--- src/rtl/wb_queue_pkg.sv ---
// rtl/wb_queue_pkg.sv - writeback select, load size encodings and default widths
package wb_queue_pkg;

  localparam logic WB_ALU = 1'b0;
  localparam logic WB_MEM = 1'b1;

  localparam logic [1:0] LD_B = 2'b00;
  localparam logic [1:0] LD_H = 2'b01;
  localparam logic [1:0] LD_W = 2'b10;

  localparam int DEF_DATA_WIDTH      = 32;
  localparam int DEF_SIMD_DATA_WIDTH = 128;
  localparam int DEF_DEPTH           = 4;
  localparam int DEF_REG_ADDR_WIDTH  = 5;

endpackage

--- src/rtl/wb_queue_if.sv ---
// rtl/wb_queue_if.sv - MEM/WB entry, memory response and register-file write bundle
interface wb_queue_if
  import wb_queue_pkg::*;
#(
  parameter int DATA_WIDTH      = DEF_DATA_WIDTH,
  parameter int SIMD_DATA_WIDTH = DEF_SIMD_DATA_WIDTH,
  parameter int DEPTH           = DEF_DEPTH,
  parameter int REG_ADDR_WIDTH  = DEF_REG_ADDR_WIDTH
);

  logic                       in_valid;
  logic                       in_ready;
  logic                       in_wb_sel;
  logic [SIMD_DATA_WIDTH-1:0] in_alu_data;
  logic [REG_ADDR_WIDTH-1:0]  in_rd_addr;
  logic                       in_reg_wrt;
  logic [1:0]                 in_ld_size;
  logic                       in_ld_unsigned;
  logic [1:0]                 in_byte_off;
  logic                       mem_rsp_valid;
  logic [DATA_WIDTH-1:0]      mem_rsp_data;
  logic                       flush;
  logic                       wb_valid;
  logic [REG_ADDR_WIDTH-1:0]  wb_addr;
  logic [SIMD_DATA_WIDTH-1:0] wb_data;
  logic [$clog2(DEPTH):0]     pending_cnt;
  logic                       rsp_err;

  modport master (
    output in_valid, in_wb_sel, in_alu_data, in_rd_addr, in_reg_wrt,
           in_ld_size, in_ld_unsigned, in_byte_off,
           mem_rsp_valid, mem_rsp_data, flush,
    input  in_ready, wb_valid, wb_addr, wb_data, pending_cnt, rsp_err
  );

  modport slave (
    input  in_valid, in_wb_sel, in_alu_data, in_rd_addr, in_reg_wrt,
           in_ld_size, in_ld_unsigned, in_byte_off,
           mem_rsp_valid, mem_rsp_data, flush,
    output in_ready, wb_valid, wb_addr, wb_data, pending_cnt, rsp_err
  );

endinterface

--- src/rtl/wb_load_align.sv ---
// rtl/wb_load_align.sv - shifts a load response to bit 0 and sign/zero extends it
module wb_load_align
  import wb_queue_pkg::*;
#(
  parameter int DATA_WIDTH      = DEF_DATA_WIDTH,
  parameter int SIMD_DATA_WIDTH = DEF_SIMD_DATA_WIDTH
) (
  input  logic [DATA_WIDTH-1:0]      data,
  input  logic [1:0]                 byte_off,
  input  logic [1:0]                 ld_size,
  input  logic                       ld_unsigned,
  output logic [SIMD_DATA_WIDTH-1:0] result
);

  logic [DATA_WIDTH-1:0] shifted;
  logic [DATA_WIDTH-1:0] ext;

  always_comb begin
    shifted = data >> {byte_off, 3'b000};
    case (ld_size)
      LD_B:    ext = {{(DATA_WIDTH-8){~ld_unsigned & shifted[7]}}, shifted[7:0]};
      LD_H:    ext = {{(DATA_WIDTH-16){~ld_unsigned & shifted[15]}}, shifted[15:0]};
      default: ext = shifted;  // reserved 2'b11 behaves as a word load
    endcase
    result = SIMD_DATA_WIDTH'(ext);
  end

endmodule

--- src/rtl/wb_queue.sv ---
// rtl/wb_queue.sv - in-order writeback queue holding ALU results and pending loads
module wb_queue
  import wb_queue_pkg::*;
#(
  parameter int DATA_WIDTH      = DEF_DATA_WIDTH,
  parameter int SIMD_DATA_WIDTH = DEF_SIMD_DATA_WIDTH,
  parameter int DEPTH           = DEF_DEPTH,
  parameter int REG_ADDR_WIDTH  = DEF_REG_ADDR_WIDTH
) (
  input logic      clk,
  input logic      rst_n,
  wb_queue_if.slave bus
);

  localparam int AW = $clog2(DEPTH);
  localparam int PW = AW + 1;
  localparam logic [PW-1:0] PTR_ONE = PW'(1);

  logic [REG_ADDR_WIDTH-1:0]  e_rd    [DEPTH];
  logic                       e_wrt   [DEPTH];
  logic [SIMD_DATA_WIDTH-1:0] e_data  [DEPTH];
  logic [1:0]                 e_size  [DEPTH];
  logic                       e_uns   [DEPTH];
  logic [1:0]                 e_off   [DEPTH];
  logic [DEPTH-1:0]           e_rdy;

  logic [PW-1:0] rd_ptr, wr_ptr, count;
  logic [AW-1:0] head, tail, scan_idx, rsp_idx;
  logic          rsp_hit, head_ok, accept, retire, rsp_fill;
  logic [SIMD_DATA_WIDTH-1:0] load_result;

  assign count           = wr_ptr - rd_ptr;
  assign head            = rd_ptr[AW-1:0];
  assign tail            = wr_ptr[AW-1:0];
  assign bus.pending_cnt = count;
  assign bus.in_ready    = rst_n && (count < PW'(DEPTH));

  // Oldest occupied entry still waiting for load data, searched from the head.
  always_comb begin
    rsp_hit  = 1'b0;
    rsp_idx  = '0;
    scan_idx = '0;
    for (int i = 0; i < DEPTH; i++) begin
      scan_idx = head + AW'(i);
      if (!rsp_hit && (PW'(i) < count) && !e_rdy[scan_idx]) begin
        rsp_hit = 1'b1;
        rsp_idx = scan_idx;
      end
    end
  end

  assign head_ok  = (count != '0) && e_rdy[head];
  assign accept   = bus.in_valid && bus.in_ready && !bus.flush;
  assign retire   = head_ok && !bus.flush;
  assign rsp_fill = bus.mem_rsp_valid && rsp_hit && !bus.flush;

  wb_load_align #(
    .DATA_WIDTH     (DATA_WIDTH),
    .SIMD_DATA_WIDTH(SIMD_DATA_WIDTH)
  ) u_align (
    .data       (bus.mem_rsp_data),
    .byte_off   (e_off[rsp_idx]),
    .ld_size    (e_size[rsp_idx]),
    .ld_unsigned(e_uns[rsp_idx]),
    .result     (load_result)
  );

  // Entry payload needs no reset: occupancy is tracked solely by the pointers.
  always_ff @(posedge clk) begin
    if (accept) begin
      e_rd[tail]   <= bus.in_rd_addr;
      e_wrt[tail]  <= bus.in_reg_wrt;
      e_data[tail] <= bus.in_alu_data;
      e_size[tail] <= bus.in_ld_size;
      e_uns[tail]  <= bus.in_ld_unsigned;
      e_off[tail]  <= bus.in_byte_off;
      e_rdy[tail]  <= (bus.in_wb_sel == WB_ALU);
    end
    if (rsp_fill) begin
      e_data[rsp_idx] <= load_result;
      e_rdy[rsp_idx]  <= 1'b1;
    end
  end

  always_ff @(posedge clk) begin
    if (!rst_n) begin
      rd_ptr       <= '0;
      wr_ptr       <= '0;
      bus.wb_valid <= 1'b0;
      bus.wb_addr  <= '0;
      bus.wb_data  <= '0;
      bus.rsp_err  <= 1'b0;
    end else if (bus.flush) begin
      rd_ptr       <= '0;
      wr_ptr       <= '0;
      bus.wb_valid <= 1'b0;
    end else begin
      if (accept)
        wr_ptr <= wr_ptr + PTR_ONE;
      if (retire) begin
        rd_ptr       <= rd_ptr + PTR_ONE;
        bus.wb_valid <= e_wrt[head] && (e_rd[head] != '0);
        bus.wb_addr  <= e_rd[head];
        bus.wb_data  <= e_data[head];
      end else begin
        bus.wb_valid <= 1'b0;
      end
      if (bus.mem_rsp_valid && !rsp_hit)
        bus.rsp_err <= 1'b1;
    end
  end

endmodule

--- src/flat_wrapper.sv ---
// flat-port wrapper written by rule: the top's interface ports become plain ports
module wb_queue_flat import wb_queue_pkg::*;
#(
  parameter int DATA_WIDTH      = DEF_DATA_WIDTH,
  parameter int SIMD_DATA_WIDTH = DEF_SIMD_DATA_WIDTH,
  parameter int DEPTH           = DEF_DEPTH,
  parameter int REG_ADDR_WIDTH  = DEF_REG_ADDR_WIDTH
)
  (clk, rst_n, bus_in_valid, bus_in_wb_sel, bus_in_alu_data, bus_in_rd_addr, bus_in_reg_wrt, bus_in_ld_size, bus_in_ld_unsigned, bus_in_byte_off, bus_mem_rsp_valid, bus_mem_rsp_data, bus_flush, bus_in_ready, bus_wb_valid, bus_wb_addr, bus_wb_data, bus_pending_cnt, bus_rsp_err);
  wb_queue_if #(.DATA_WIDTH(DATA_WIDTH), .SIMD_DATA_WIDTH(SIMD_DATA_WIDTH), .DEPTH(DEPTH), .REG_ADDR_WIDTH(REG_ADDR_WIDTH)) bus_i ();
  input logic clk;
  input logic rst_n;
  input wire logic [$bits(bus_i.in_valid)-1:0] bus_in_valid;
  input wire logic [$bits(bus_i.in_wb_sel)-1:0] bus_in_wb_sel;
  input wire logic [$bits(bus_i.in_alu_data)-1:0] bus_in_alu_data;
  input wire logic [$bits(bus_i.in_rd_addr)-1:0] bus_in_rd_addr;
  input wire logic [$bits(bus_i.in_reg_wrt)-1:0] bus_in_reg_wrt;
  input wire logic [$bits(bus_i.in_ld_size)-1:0] bus_in_ld_size;
  input wire logic [$bits(bus_i.in_ld_unsigned)-1:0] bus_in_ld_unsigned;
  input wire logic [$bits(bus_i.in_byte_off)-1:0] bus_in_byte_off;
  input wire logic [$bits(bus_i.mem_rsp_valid)-1:0] bus_mem_rsp_valid;
  input wire logic [$bits(bus_i.mem_rsp_data)-1:0] bus_mem_rsp_data;
  input wire logic [$bits(bus_i.flush)-1:0] bus_flush;
  output wire logic [$bits(bus_i.in_ready)-1:0] bus_in_ready;
  output wire logic [$bits(bus_i.wb_valid)-1:0] bus_wb_valid;
  output wire logic [$bits(bus_i.wb_addr)-1:0] bus_wb_addr;
  output wire logic [$bits(bus_i.wb_data)-1:0] bus_wb_data;
  output wire logic [$bits(bus_i.pending_cnt)-1:0] bus_pending_cnt;
  output wire logic [$bits(bus_i.rsp_err)-1:0] bus_rsp_err;
  assign bus_i.in_valid = bus_in_valid;
  assign bus_i.in_wb_sel = bus_in_wb_sel;
  assign bus_i.in_alu_data = bus_in_alu_data;
  assign bus_i.in_rd_addr = bus_in_rd_addr;
  assign bus_i.in_reg_wrt = bus_in_reg_wrt;
  assign bus_i.in_ld_size = bus_in_ld_size;
  assign bus_i.in_ld_unsigned = bus_in_ld_unsigned;
  assign bus_i.in_byte_off = bus_in_byte_off;
  assign bus_i.mem_rsp_valid = bus_mem_rsp_valid;
  assign bus_i.mem_rsp_data = bus_mem_rsp_data;
  assign bus_i.flush = bus_flush;
  assign bus_in_ready = bus_i.in_ready;
  assign bus_wb_valid = bus_i.wb_valid;
  assign bus_wb_addr = bus_i.wb_addr;
  assign bus_wb_data = bus_i.wb_data;
  assign bus_pending_cnt = bus_i.pending_cnt;
  assign bus_rsp_err = bus_i.rsp_err;
  wb_queue #(.DATA_WIDTH(DATA_WIDTH), .SIMD_DATA_WIDTH(SIMD_DATA_WIDTH), .DEPTH(DEPTH), .REG_ADDR_WIDTH(REG_ADDR_WIDTH)) u_core (.clk(clk), .rst_n(rst_n), .bus(bus_i));
endmodule
--- config.mk ---
export PLATFORM = sky130hd
export DESIGN_NAME = wb_queue_flat
export DESIGN_NICKNAME = d
export VERILOG_FILES = /design/src/rtl/wb_queue_pkg.sv /design/src/rtl/wb_queue_if.sv /design/src/rtl/wb_load_align.sv /design/src/rtl/wb_queue.sv /design/src/flat_wrapper.sv
export SDC_FILE = /design/constraint.sdc
export NUM_CORES = 1
export LEC_CHECK = 0
export BUFFER_PORTS_ARGS = -buffer_cell sky130_fd_sc_hd__clkbuf_2
export CELL_PAD_IN_SITES_DETAIL_PLACEMENT = 1
export CELL_PAD_IN_SITES_GLOBAL_PLACEMENT = 1
export CORE_ASPECT_RATIO = 1.4
export CORE_MARGIN = 2
export CORE_UTILIZATION = 30
export DETAILED_ROUTE_END_ITERATION = 16
export PLACE_DENSITY_LB_ADDON = 0.2
export SETUP_SLACK_MARGIN = 0.2
export SLEW_MARGIN = 10
export SYNTH_ARGS = -nofsm -noshare
export SYNTH_HDL_FRONTEND = slang
export SYNTH_SLANG_ARGS = --single-unit
--- constraint.sdc ---
create_clock -name clk -period 4.2 [get_ports clk]
set_input_delay 0.42 -clock clk [delete_from_list [all_inputs] [get_ports clk]]
set_output_delay 0.42 -clock clk [all_outputs]
set_load 0.1 [all_outputs]
==> results.json, run 1 <==
{
  "grt_setup_unrepaired": "yes",
  "via_density_per_instance": 5.21,
  "finalCriticalPeriod_ps": 3820,
  "route.vias.total": 25500,
  "met1_usage": 0.265,
  "yosys.area.top_type_share": 0.351,
  "total_number_of_nets_in_the_final_design": 3698,
  "floorplan.rows": 137,
  "post-route-worst-setup-slack_ps": 381,
  "setup_viol_count_final": 0,
  "buffers_from_clock_root_to_sink_at_most": 3,
  "fin_crit_sh": 0.909,
  "post_route_cells_drive_above_1_share": 0.207,
  "postLayoutCellArea_um2": 37000,
  "grt_util_met3": 0.0332,
  "critical_path.endpoint_type": "register",
  "required_ps": 4590,
  "synth-xor-area-share": 0.00194,
  "largest_family_of_logic_cells_by_synthesized_area": "simple AND/OR/NAND/NOR gates",
  "synthesis.instances": 3209,
  "max_slew_margin": 0.338,
  "drt_pre_antenna_iters": 5,
  "drc": 0,
  "finalHoldViolations": 0,
  "ir_drop_uv": 360,
  "report.final.slew_viol_count": 0,
  "outcome": "complete, no violations",
  "critPathMaxStageDelay_ps": 590,
  "routed_len_inst_um": 23.2,
  "grt_first_pass_wirelength_um": 170000,
  "finalWirelength_um": 113000,
  "async_reset_ff_frac": 0,
  "final-instance-count-excl-fill": 4896,
  "timing_worst_slew_pin_value_ps": 993,
  "cap_viol_max_count": 0,
  "crit_chain": "ha_1, mux4_2, nand2b_1, o22ai_2, nor2_2, a211o_1, and3_1, o31a_4, o211ai_4, buf_4, o211ai_1",
  "critical_path_peak_fanout": 16,
  "synth_edf_count": 172,
  "yosys-mux-area-fraction": 0.109,
  "clock_tree.htree_level_count": 3,
  "setup.worst_path.class": "reg -> reg",
  "syn_area_um2": 30300,
  "synthesis.yosys.warnings": 0,
  "tritoncts.num_buffers": 77,
  "placed_cells_incl_taps": 4676,
  "core_area_um2": 99900,
  "totalNegativeSetupSlack_ps": 0,
  "worstPathArrival_ps": 4200,
  "grt-busiest-layer": "met2",
  "antenna_violation_net_count_after_detailed_routing": 0,
  "cts_tree": "built",
  "p_per_area_nw_per_um2": 485,
  "synth-seq-cells": 703,
  "hp-class": "in -> reg",
  "globalRoute.totalOverflow": 0,
  "worstSkewPairLatency_ps": 660,
  "groute.usage.overall": 0.217,
  "ys_top_cells_by_area": "dfxtp_1, edfxtp_1, nand2_1",
  "first_global_vias": 27000,
  "slowest_stage": "mux4_2",
  "adder_and_majority_cell_fraction_of_the_synthesized_area": 0.00314,
  "gp_routability_congestion": 0.823,
  "die_w_um": 273,
  "place_area_um2": 33600,
  "drtIter0Drc": 1470,
  "die_area_um2": 104000,
  "synthSimpleGateAreaFrac": 0.174,
  "critical_path.startpoint_type": "register",
  "antenna_found_initial": 10,
  "initial_utilization": 0.303,
  "syn_nets": 3393,
  "synth_cell_type_count": 65,
  "synthDominantAreaCellType": "dfxtp_1",
  "io-pin-count": 316,
  "dp_worst_setup_slack_ps": -127,
  "clock-root-buffer": "clkbuf_16",
  "fp.dieH_um": 380,
  "finalClockSkew_ps": 27.2,
  "worst_hold_slack_ps": 57.3,
  "clk_pin_slew_worst_paths_ps": 60,
  "grt_start_max_net_pins": 135,
  "p_leak_nw": 13.3,
  "io_buffers": 315,
  "detailed_place_hpwl_um": 68000,
  "cts.sinks": 703,
  "synth_sequential_area_ratio": 0.522,
  "fmax_mhz": 262,
  "synthToLayoutAreaGrowth_pct": 22.1,
  "synth_compound_gate_area_share": 0.154,
  "synthesis.area_per_instance_um2": 9.44,
  "groute.layer.met2.usage": 0.383,
  "ys.flop_type": "dfxtp_1"
}
## per-stage QoR
step	power (mW)	utilization
floorplan	10.1	-
global placement	11.0	0.336
detailed placement	11.1	0.336
CTS	18.2	0.369
global route	18.8	0.370
finish	17.9	0.370
## layout make-up
class                   instances  area, µm²
well taps                    1320       1650
flip-flops and latches        703      15800
multi-input cells            2235      13600
inverters                      11       55.1
repair buffers                486       3360
diodes                          3       7.51
clock inverters                32        340
clock buffers                 106       2190
fillers                     11400      63000
## critical path: cells and delay by family (launching register included)
family,cells,cell delay [ps]
multiplexers,1,590
adder cells (fa/ha/maj),1,320
AO/OA/AOI/OAI,5,1440
buffers and inverters,1,270
AND/OR/NAND/NOR,3,540
flip-flops,1,370
## layer usage
metal | routed length (µm) | share of wire
met5 | 74 | 0.00065
met4 | 3420 | 0.030
met3 | 4770 | 0.042
met1 | 47400 | 0.42
met2 | 57800 | 0.51
## final timing paths
check	startpoint	endpoint	slack [ps]	cells past startpoint
max	u_core.rd_ptr[0]	u_core.e_data[3][18]	380	11
min reg2reg	u_core.e_data[2][111]	u_core.e_data[2][111]	450	2
min	bus_in_alu_data[38]	u_core.e_data[1][38]	60	3
max reg2reg	u_core.rd_ptr[0]	u_core.e_data[3][18]	380	11
## cells in the mapped netlist, types with 19 or more instances
| library cell | n |
|---|---|
| a21boi_0 | 134 |
| a21oi_1 | 418 |
| a32oi_1 | 32 |
| and3_1 | 28 |
| clkbuf_1 | 236 |
| dfxtp_1 | 531 |
| edfxtp_1 | 172 |
| mux4_2 | 137 |
| nand2_1 | 1090 |
| nand3_1 | 100 |
| nand4_1 | 19 |
| nor2_1 | 27 |
| o211ai_1 | 54 |
| o21ai_0 | 75 |
## sequential cells by signal, indices dropped and copies added, names as in the netlist, named ones only
| name | flops |
|---|---|
| u_core.bus.rsp_err | 1 |
| u_core.bus.wb_addr | 5 |
| u_core.bus.wb_data | 128 |
| u_core.bus.wb_valid | 1 |
| u_core.e_data | 512 |
| u_core.e_off | 8 |
| u_core.e_rd | 20 |
| u_core.e_rdy | 4 |
| u_core.e_size | 8 |
| u_core.e_uns | 4 |
| u_core.e_wrt | 4 |
| u_core.rd_ptr | 3 |
| u_core.wr_ptr | 3 |
## layout by cell type, fill, tap and decap left out, drive strengths merged, types with 3 or more instances in the layout
cell	instances
a32oi	32
mux4	137
nand4	19
and3	28
nand2	1090
mux2i	14
bufinv	6
inv	14
diode	3
and2	10
o211ai	59
dfxtp	531
a21boi	135
ha	6
mux2	7
a21oi	418
nor2	29
nand2b	3
or2	8
a221o	14
nand3	103
a22oi	5
buf	104
nor3	3
nor2b	3
clkinv	21
edfxtp	172
clkbuf	421
o21ai	79
dlygate4sd3	67
## timing repair
item,in CTS,in global routing
endpoints found under the hold margin,213,0
hold buffers,67,0
resized for setup,2,17
gates cloned,0,2
pin swaps,3,5
setup buffers,7,3
setup endpoints to repair,71,163
## power breakdown
| group | switching [mW] | internal (mW) | leakage (nW) |
|---|---|---|---|
| registers | 0.364 | 7.65 | 5.84 |
| clock network | 2.94 | 4.03 | 1.26 |
| logic | 1.81 | 1.14 | 6.19 |
| total | 5.12 | 12.8 | 13.3 |
## cells by family after synthesis
kind of cell    Yosys count
compound gates          759
xor+xnor                  5
fa+ha+maj                 7
buf+inv                 272
flops                   703
mux                     158
simple gates           1305
Note: power is estimated with default switching activity, not from simulation.
==> run 2, diff against run 1 <==
--- a/config.mk
+++ b/config.mk
@@ -10,7 +10,7 @@
 export CELL_PAD_IN_SITES_GLOBAL_PLACEMENT = 1
 export CORE_ASPECT_RATIO = 1.4
 export CORE_MARGIN = 2
-export CORE_UTILIZATION = 30
+export CORE_UTILIZATION = 46
 export DETAILED_ROUTE_END_ITERATION = 16
 export PLACE_DENSITY_LB_ADDON = 0.2
 export SETUP_SLACK_MARGIN = 0.2
==> constraint.sdc (replaced) <==
create_clock -name clk -period 4.31 [get_ports clk]
set_input_delay 0.431 -clock clk [delete_from_list [all_inputs] [get_ports clk]]
set_output_delay 0.431 -clock clk [all_outputs]
set_load 0.1 [all_outputs]
==> run 2 against run 1 <==
Net effect:
- sequential power decreased by 2%
- cell area decreased by 3.7%
- sequential cell count unchanged
- clock-buffer cell count increased by 2
- critical path depth increased by 2
- first-iteration DRC count increased by 31%
- routed wire length decreased by 5.1%
- hold slack got worse by 36 ps
- sequential share of layout area increased by 1.6 points
- utilization increased by 18 points
- critical path type unchanged
- global-route usage increased by 9.3 points
==> results.json, run 2 (same netlist as run 1, synthesis figures left out) <==
{
  "drtIter0Drc": 1919,
  "gp_routability_congestion": 0.910,
  "route.vias.total": 26300,
  "mostFrequentLayoutCell": "nand2_1",
  "max_slew_margin": 0.238,
  "total_number_of_nets_in_the_final_design": 3614,
  "globalRoute.totalOverflow": 0,
  "floorplan.rows": 111,
  "critical_path_peak_fanout": 30,
  "grt_start_max_net_pins": 105,
  "die_w_um": 221,
  "hp-class": "in -> reg",
  "critPathMaxStageDelay_ps": 480,
  "timing_worst_slew_pin_value_ps": 1140,
  "ir_drop_uv": 449,
  "finalWirelength_um": 108000,
  "cap_viol_max_count": 0,
  "io_buffers": 315,
  "worst_hold_slack_ps": 21.6,
  "fmax_mhz": 251,
  "clock-root-buffer": "clkbuf_16",
  "count_of_buffering_cells_on_the_critical_path_with_inverters_included": 3,
  "worstPathArrival_ps": 4450,
  "finalHoldViolations": 0,
  "groute.usage.overall": 0.310,
  "post_cts_hold_buffer_count": 0,
  "drt_pre_antenna_iters": 7,
  "first_global_vias": 28500,
  "required_ps": 4770,
  "critPathMostFrequentCell": "buf_4",
  "totalNegativeSetupSlack_ps": 0,
  "initial_utilization": 0.464,
  "finalCriticalPeriod_ps": 3990,
  "outcome": "complete, no violations",
  "worstSkewPairLatency_ps": 630,
  "core_area_um2": 65300,
  "p_leak_nw": 12.9,
  "place_area_um2": 32800,
  "buffers_from_clock_root_to_sink_at_most": 3,
  "crit_chain": "inv_1, ha_1, fa_2, xnor3_2, nand2_1, a21boi_0, o21a_1, buf_4, nand4_1, buf_4, nor2_1, o21ai_0, o211ai_1",
  "clock_tree.htree_level_count": 3,
  "antenna_found_initial": 17,
  "io-pin-count": 316,
  "largest_register_ffs": 512,
  "finalClockSkew_ps": 22.8,
  "grt_setup_unrepaired": "no",
  "cts.sinks": 703,
  "detailed_place_hpwl_um": 66100,
  "via_density_per_instance": 6.05,
  "drc": 0,
  "mostFrequentLayoutCells": "nand2_1, dfxtp_1, a21oi_1, clkbuf_2, edfxtp_1",
  "critPathTopFamily": "compound AO/OA/AOI/OAI gates",
  "area.sequential_um2": 15800,
  "final-instance-count-excl-fill": 4345,
  "tritoncts.num_buffers": 70,
  "antenna_violation_net_count_after_detailed_routing": 0,
  "multi_input_area_um2": 13600,
  "p_per_area_nw_per_um2": 486,
  "routed_len_inst_um": 24.8,
  "postLayoutCellArea_um2": 35600,
  "synthToLayoutAreaGrowth_pct": 17.5,
  "final_core_util": 0.545,
  "fp.dieH_um": 308,
  "report.final.slew_viol_count": 0,
  "grt_first_pass_wirelength_um": 164000,
  "die_area_um2": 67900,
  "cts_tree": "built",
  "post_route_cells_drive_above_1_share": 0.208,
  "setup_viol_count_final": 0,
  "max_flop_register": "u_core.e_data",
  "nFillCells": 7355,
  "clk_pin_slew_worst_paths_ps": 60,
  "placed_cells_incl_taps": 4186,
  "critical_path.endpoint_type": "register",
  "fin_crit_sh": 0.925,
  "slowest_stage": "nor2_1",
  "critical_path.startpoint_type": "register",
  "registers_with_the_most_flip_flops": "u_core.e_data x512, u_core.bus.wb_data x128, u_core.e_rd x20",
  "setup.worst_path.class": "reg -> reg"
}
## run 2: path summary, 6_finish.rpt
check | to | cells after the start | slack [ps] | start
worst min-delay path | u_core.e_rd[1][0] | 1 | 20 | bus_in_rd_addr[0]
worst min register to register | u_core.e_data[2][85] | 2 | 450 | u_core.e_data[2][85]
worst max-delay path | u_core.e_data[2][11] | 13 | 320 | u_core.wr_ptr[0]
worst max register to register | u_core.e_data[2][11] | 13 | 320 | u_core.wr_ptr[0]
## run 2: per-stage QoR
step	setup WS, ps	power (mW)
final	322	17.3
after global routing	115	17.9
after CTS	187	17.4
after detailed placement	-84.3	10.7
after global placement	194	10.5
after floorplan	210	9.88
## run 2: layer usage
layer,track usage,up-vias,share of wire
met1,0.355,13300,0.38
met5,0,-,0.00065
met3,0.0463,300,0.055
li1,-,11700,-
met4,0.156,12,0.042
met2,0.561,930,0.52
## run 2: repair_timing
item | in CTS | in global routing
resized for setup | 12 | 16
buffers inserted | 10 | 9
pin swaps | 4 | 4
endpoints found under the setup margin | 139 | 187
## run 2: cell type report
cell class,instances,area share
flip-flops and latches,703,0.444
multi-input cells,2234,0.381
repair buffers,410,0.0727
clock buffers,108,0.0612
well taps,847,0.0298
clock inverters,22,0.00935
inverters,11,0.00155
diodes,10,0.000703
## run 2: report_power, final
| part | leakage (nW) | switching (mW) | internal, mW |
|---|---|---|---|
| logic | 5.85 | 1.76 | 1.05 |
| registers | 5.84 | 0.381 | 7.46 |
| clock network | 1.24 | 2.69 | 3.98 |
| total | 12.9 | 4.83 | 12.5 |
==> run 3, diff against run 2 <==
--- a/config.mk
+++ b/config.mk
@@ -10,7 +10,7 @@
 export CELL_PAD_IN_SITES_GLOBAL_PLACEMENT = 1
 export CORE_ASPECT_RATIO = 1.4
 export CORE_MARGIN = 2
-export CORE_UTILIZATION = 46
+export CORE_UTILIZATION = 41
 export DETAILED_ROUTE_END_ITERATION = 16
 export PLACE_DENSITY_LB_ADDON = 0.2
 export SETUP_SLACK_MARGIN = 0.2
==> constraint.sdc (replaced) <==
create_clock -name clk -period 3.5 [get_ports clk]
set_input_delay 0.35 -clock clk [delete_from_list [all_inputs] [get_ports clk]]
set_output_delay 0.35 -clock clk [all_outputs]
set_load 0.1 [all_outputs]
==> run 3 against run 2 <==
Net effect:
- the flow now finishes with violations (setup timing)
- register-to-register slack got worse by 750 ps
- die area increased by 12%
- sequential share of layout area decreased by 4.7 points
- combinational power increased by 45%
- cell area increased by 12%
- sequential power increased by 23%
==> results.json, run 3 (same netlist as run 1, synthesis figures left out) <==
{
  "postLayoutCellArea_um2": 39800,
  "fin_crit_sh": 1.12,
  "finalWirelength_um": 123000,
  "timing_worst_slew_pin_value_ps": 1060,
  "critPathMaxStageDelay_ps": 630,
  "ir_drop_uv": 395,
  "r2r-start": "u_core.rd_ptr[0]",
  "die_w_um": 234,
  "fmax_mhz": 254,
  "required_ps": 3830,
  "p_sw_mw": 6.38,
  "place_area_um2": 34100,
  "groute.usage.overall": 0.298,
  "worst_hold_slack_ps": 43.3,
  "die_area_um2": 76100,
  "finalClockSkew_ps": 33.1,
  "core_area_um2": 72900,
  "failed_checks": "setup timing",
  "setup.worst_path.class": "reg -> reg",
  "fp.dieH_um": 326,
  "synthToLayoutAreaGrowth_pct": 31.4,
  "count_of_buffering_cells_on_the_critical_path_with_inverters_included": 5,
  "power.internal_mw": 15.3,
  "worstSkewPairLatency_ps": 650,
  "setup_viol_count_final": 137,
  "critPathMostFrequentCell": "buf_4",
  "max_flop_register": "u_core.e_data",
  "drtIter0Drc": 2050,
  "crit_chain": "buf_4, mux4_2, a311o_1, o41ai_4, buf_4, buf_4, o21ai_1, and3_1, o211ai_1, buf_4, buf_12, nor2_4, a32oi_1, nand3_1",
  "finalHoldViolations": 0,
  "max_slew_margin": 0.295,
  "cts_tree": "built",
  "final-instance-count-excl-fill": 4721,
  "placed_cells_incl_taps": 4388,
  "crit_path_end": "u_core.e_data[0][31]",
  "report.final.slew_viol_count": 0,
  "slowest_stage": "mux4_2",
  "io-pin-count": 316,
  "timing.critical_path.depth": 14,
  "p_per_area_nw_per_um2": 545,
  "initial_utilization": 0.415,
  "floorplan.rows": 117,
  "antenna_violation_net_count_after_detailed_routing": 0,
  "dp_worst_setup_slack_ps": -424,
  "grt_first_pass_wirelength_um": 174000,
  "r2r_setup_slack_ps": -430,
  "worstPathArrival_ps": 4270,
  "critPathTopFamily": "compound AO/OA/AOI/OAI gates",
  "rr_endpoint": "u_core.e_data[0][31]",
  "outcome": "finished, violations left",
  "clk_pin_slew_worst_paths_ps": 70,
  "tritoncts.num_buffers": 72,
  "grt_start_max_net_pins": 135,
  "power_switching_share": 0.294,
  "drc": 0,
  "registers_with_the_most_flip_flops": "u_core.e_data x512, u_core.bus.wb_data x128, u_core.e_rd x20",
  "critical_path.startpoint_type": "register",
  "routed_len_inst_um": 26.0,
  "first_global_vias": 29500,
  "critical_path.endpoint_type": "register",
  "cap_viol_max_count": 0,
  "p_clk_frac": 0.367,
  "mostFrequentLayoutCell": "nand2_1",
  "clock_tree.htree_level_count": 3,
  "mostFrequentLayoutCells": "nand2_1, dfxtp_1, a21oi_1, clkbuf_2, edfxtp_1",
  "route.vias.total": 28000,
  "p_leak_nw": 14.8,
  "critical_path_peak_fanout": 9,
  "detailed_place_hpwl_um": 69700,
  "hp-class": "in -> reg",
  "post-route-worst-setup-slack_ps": -431,
  "buffers_from_clock_root_to_sink_at_most": 3,
  "worst-r2r-cell-count": 14,
  "clock-root-buffer": "clkbuf_16",
  "antenna_found_initial": 11,
  "globalRoute.totalOverflow": 0,
  "io_buffers": 315,
  "largest_register_ffs": 512,
  "drt_pre_antenna_iters": 7,
  "power.share.sequential": 0.445,
  "final_core_util": 0.546,
  "finalCriticalPeriod_ps": 3930,
  "via_density_per_instance": 5.93,
  "post_route_cells_drive_above_1_share": 0.265,
  "grt_setup_unrepaired": "yes",
  "gp_routability_congestion": 0.901,
  "total_number_of_nets_in_the_final_design": 3892,
  "pwr-share-comb": 0.188,
  "timing.critical_path.from": "u_core.rd_ptr[0]",
  "cts.sinks": 703
}
## run 3: worst min path at each step
stage,start,slack [ps],cells past startpoint,end
after floorplan,u_core.e_data[2][100],430,2,u_core.e_data[2][100]
after global placement,u_core.e_data[1][87],440,2,u_core.e_data[1][87]
after detailed placement,u_core.e_data[0][38],450,2,u_core.e_data[0][38]
after CTS,bus_in_alu_data[116],10,3,u_core.e_data[0][116]
after global routing,bus_in_alu_data[116],50,3,u_core.e_data[0][116]
final,bus_in_alu_data[116],40,3,u_core.e_data[0][116]
## run 3: power groups by stage
stage          clock network [mW]  logic (mW)  registers [mW]
2_1_floorplan                   0        1.97            10.2
3_3_place_gp                    0        3.44            9.72
3_5_place_dp                    0        3.59            9.80
4_1_cts                      8.04        3.83            9.64
5_1_grt                      8.40        4.36            9.74
6_report                     7.96        4.08            9.66
## run 3: area by class of cell
| class | count | area [µm²] |
|---|---|---|
| multi-input cells | 2243 | 14400 |
| inverters | 11 | 65.1 |
| flip-flops and latches | 703 | 15800 |
| clock buffers | 99 | 2070 |
| diodes | 5 | 12.5 |
| repair buffers | 677 | 5940 |
| fillers | 8045 | 33100 |
| clock inverters | 31 | 329 |
| well taps | 952 | 1190 |
## run 3: repair_timing
| item | 4_1_cts | 5_1_grt |
|---|---|---|
| pin swaps | 33 | 51 |
| setup buffers | 20 | 32 |
| cloned | 11 | 27 |
| setup endpoints to repair | 553 | 579 |
| gates resized for setup | 117 | 155 |
| endpoints found under the hold margin | 398 | 0 |
| hold buffers | 108 | 0 |
## run 3: worst register-to-register path, delay by kind of cell, from the launching register on
family,cells,cell delay (ps)
compound gates,5,1150
buf+inv,5,920
mux,1,630
simple gates,3,520
flops,1,410
## run 3: per-stage QoR
stage | TNS, ps | power [mW]
after floorplan | -35730 | 12.2
after global placement | -13350 | 13.2
after detailed placement | -30430 | 13.4
after CTS | -4960 | 21.5
after global routing | -31180 | 22.5
final | -21340 | 21.7
## run 3: metal layers
layer	global-route usage	vias to the layer above	wire length (µm)
li1	-	12300	-
met1	0.347	14000	46200
met2	0.537	1241	62100
met3	0.0467	414	8080
met4	0.128	12	6490
met5	0	-	74
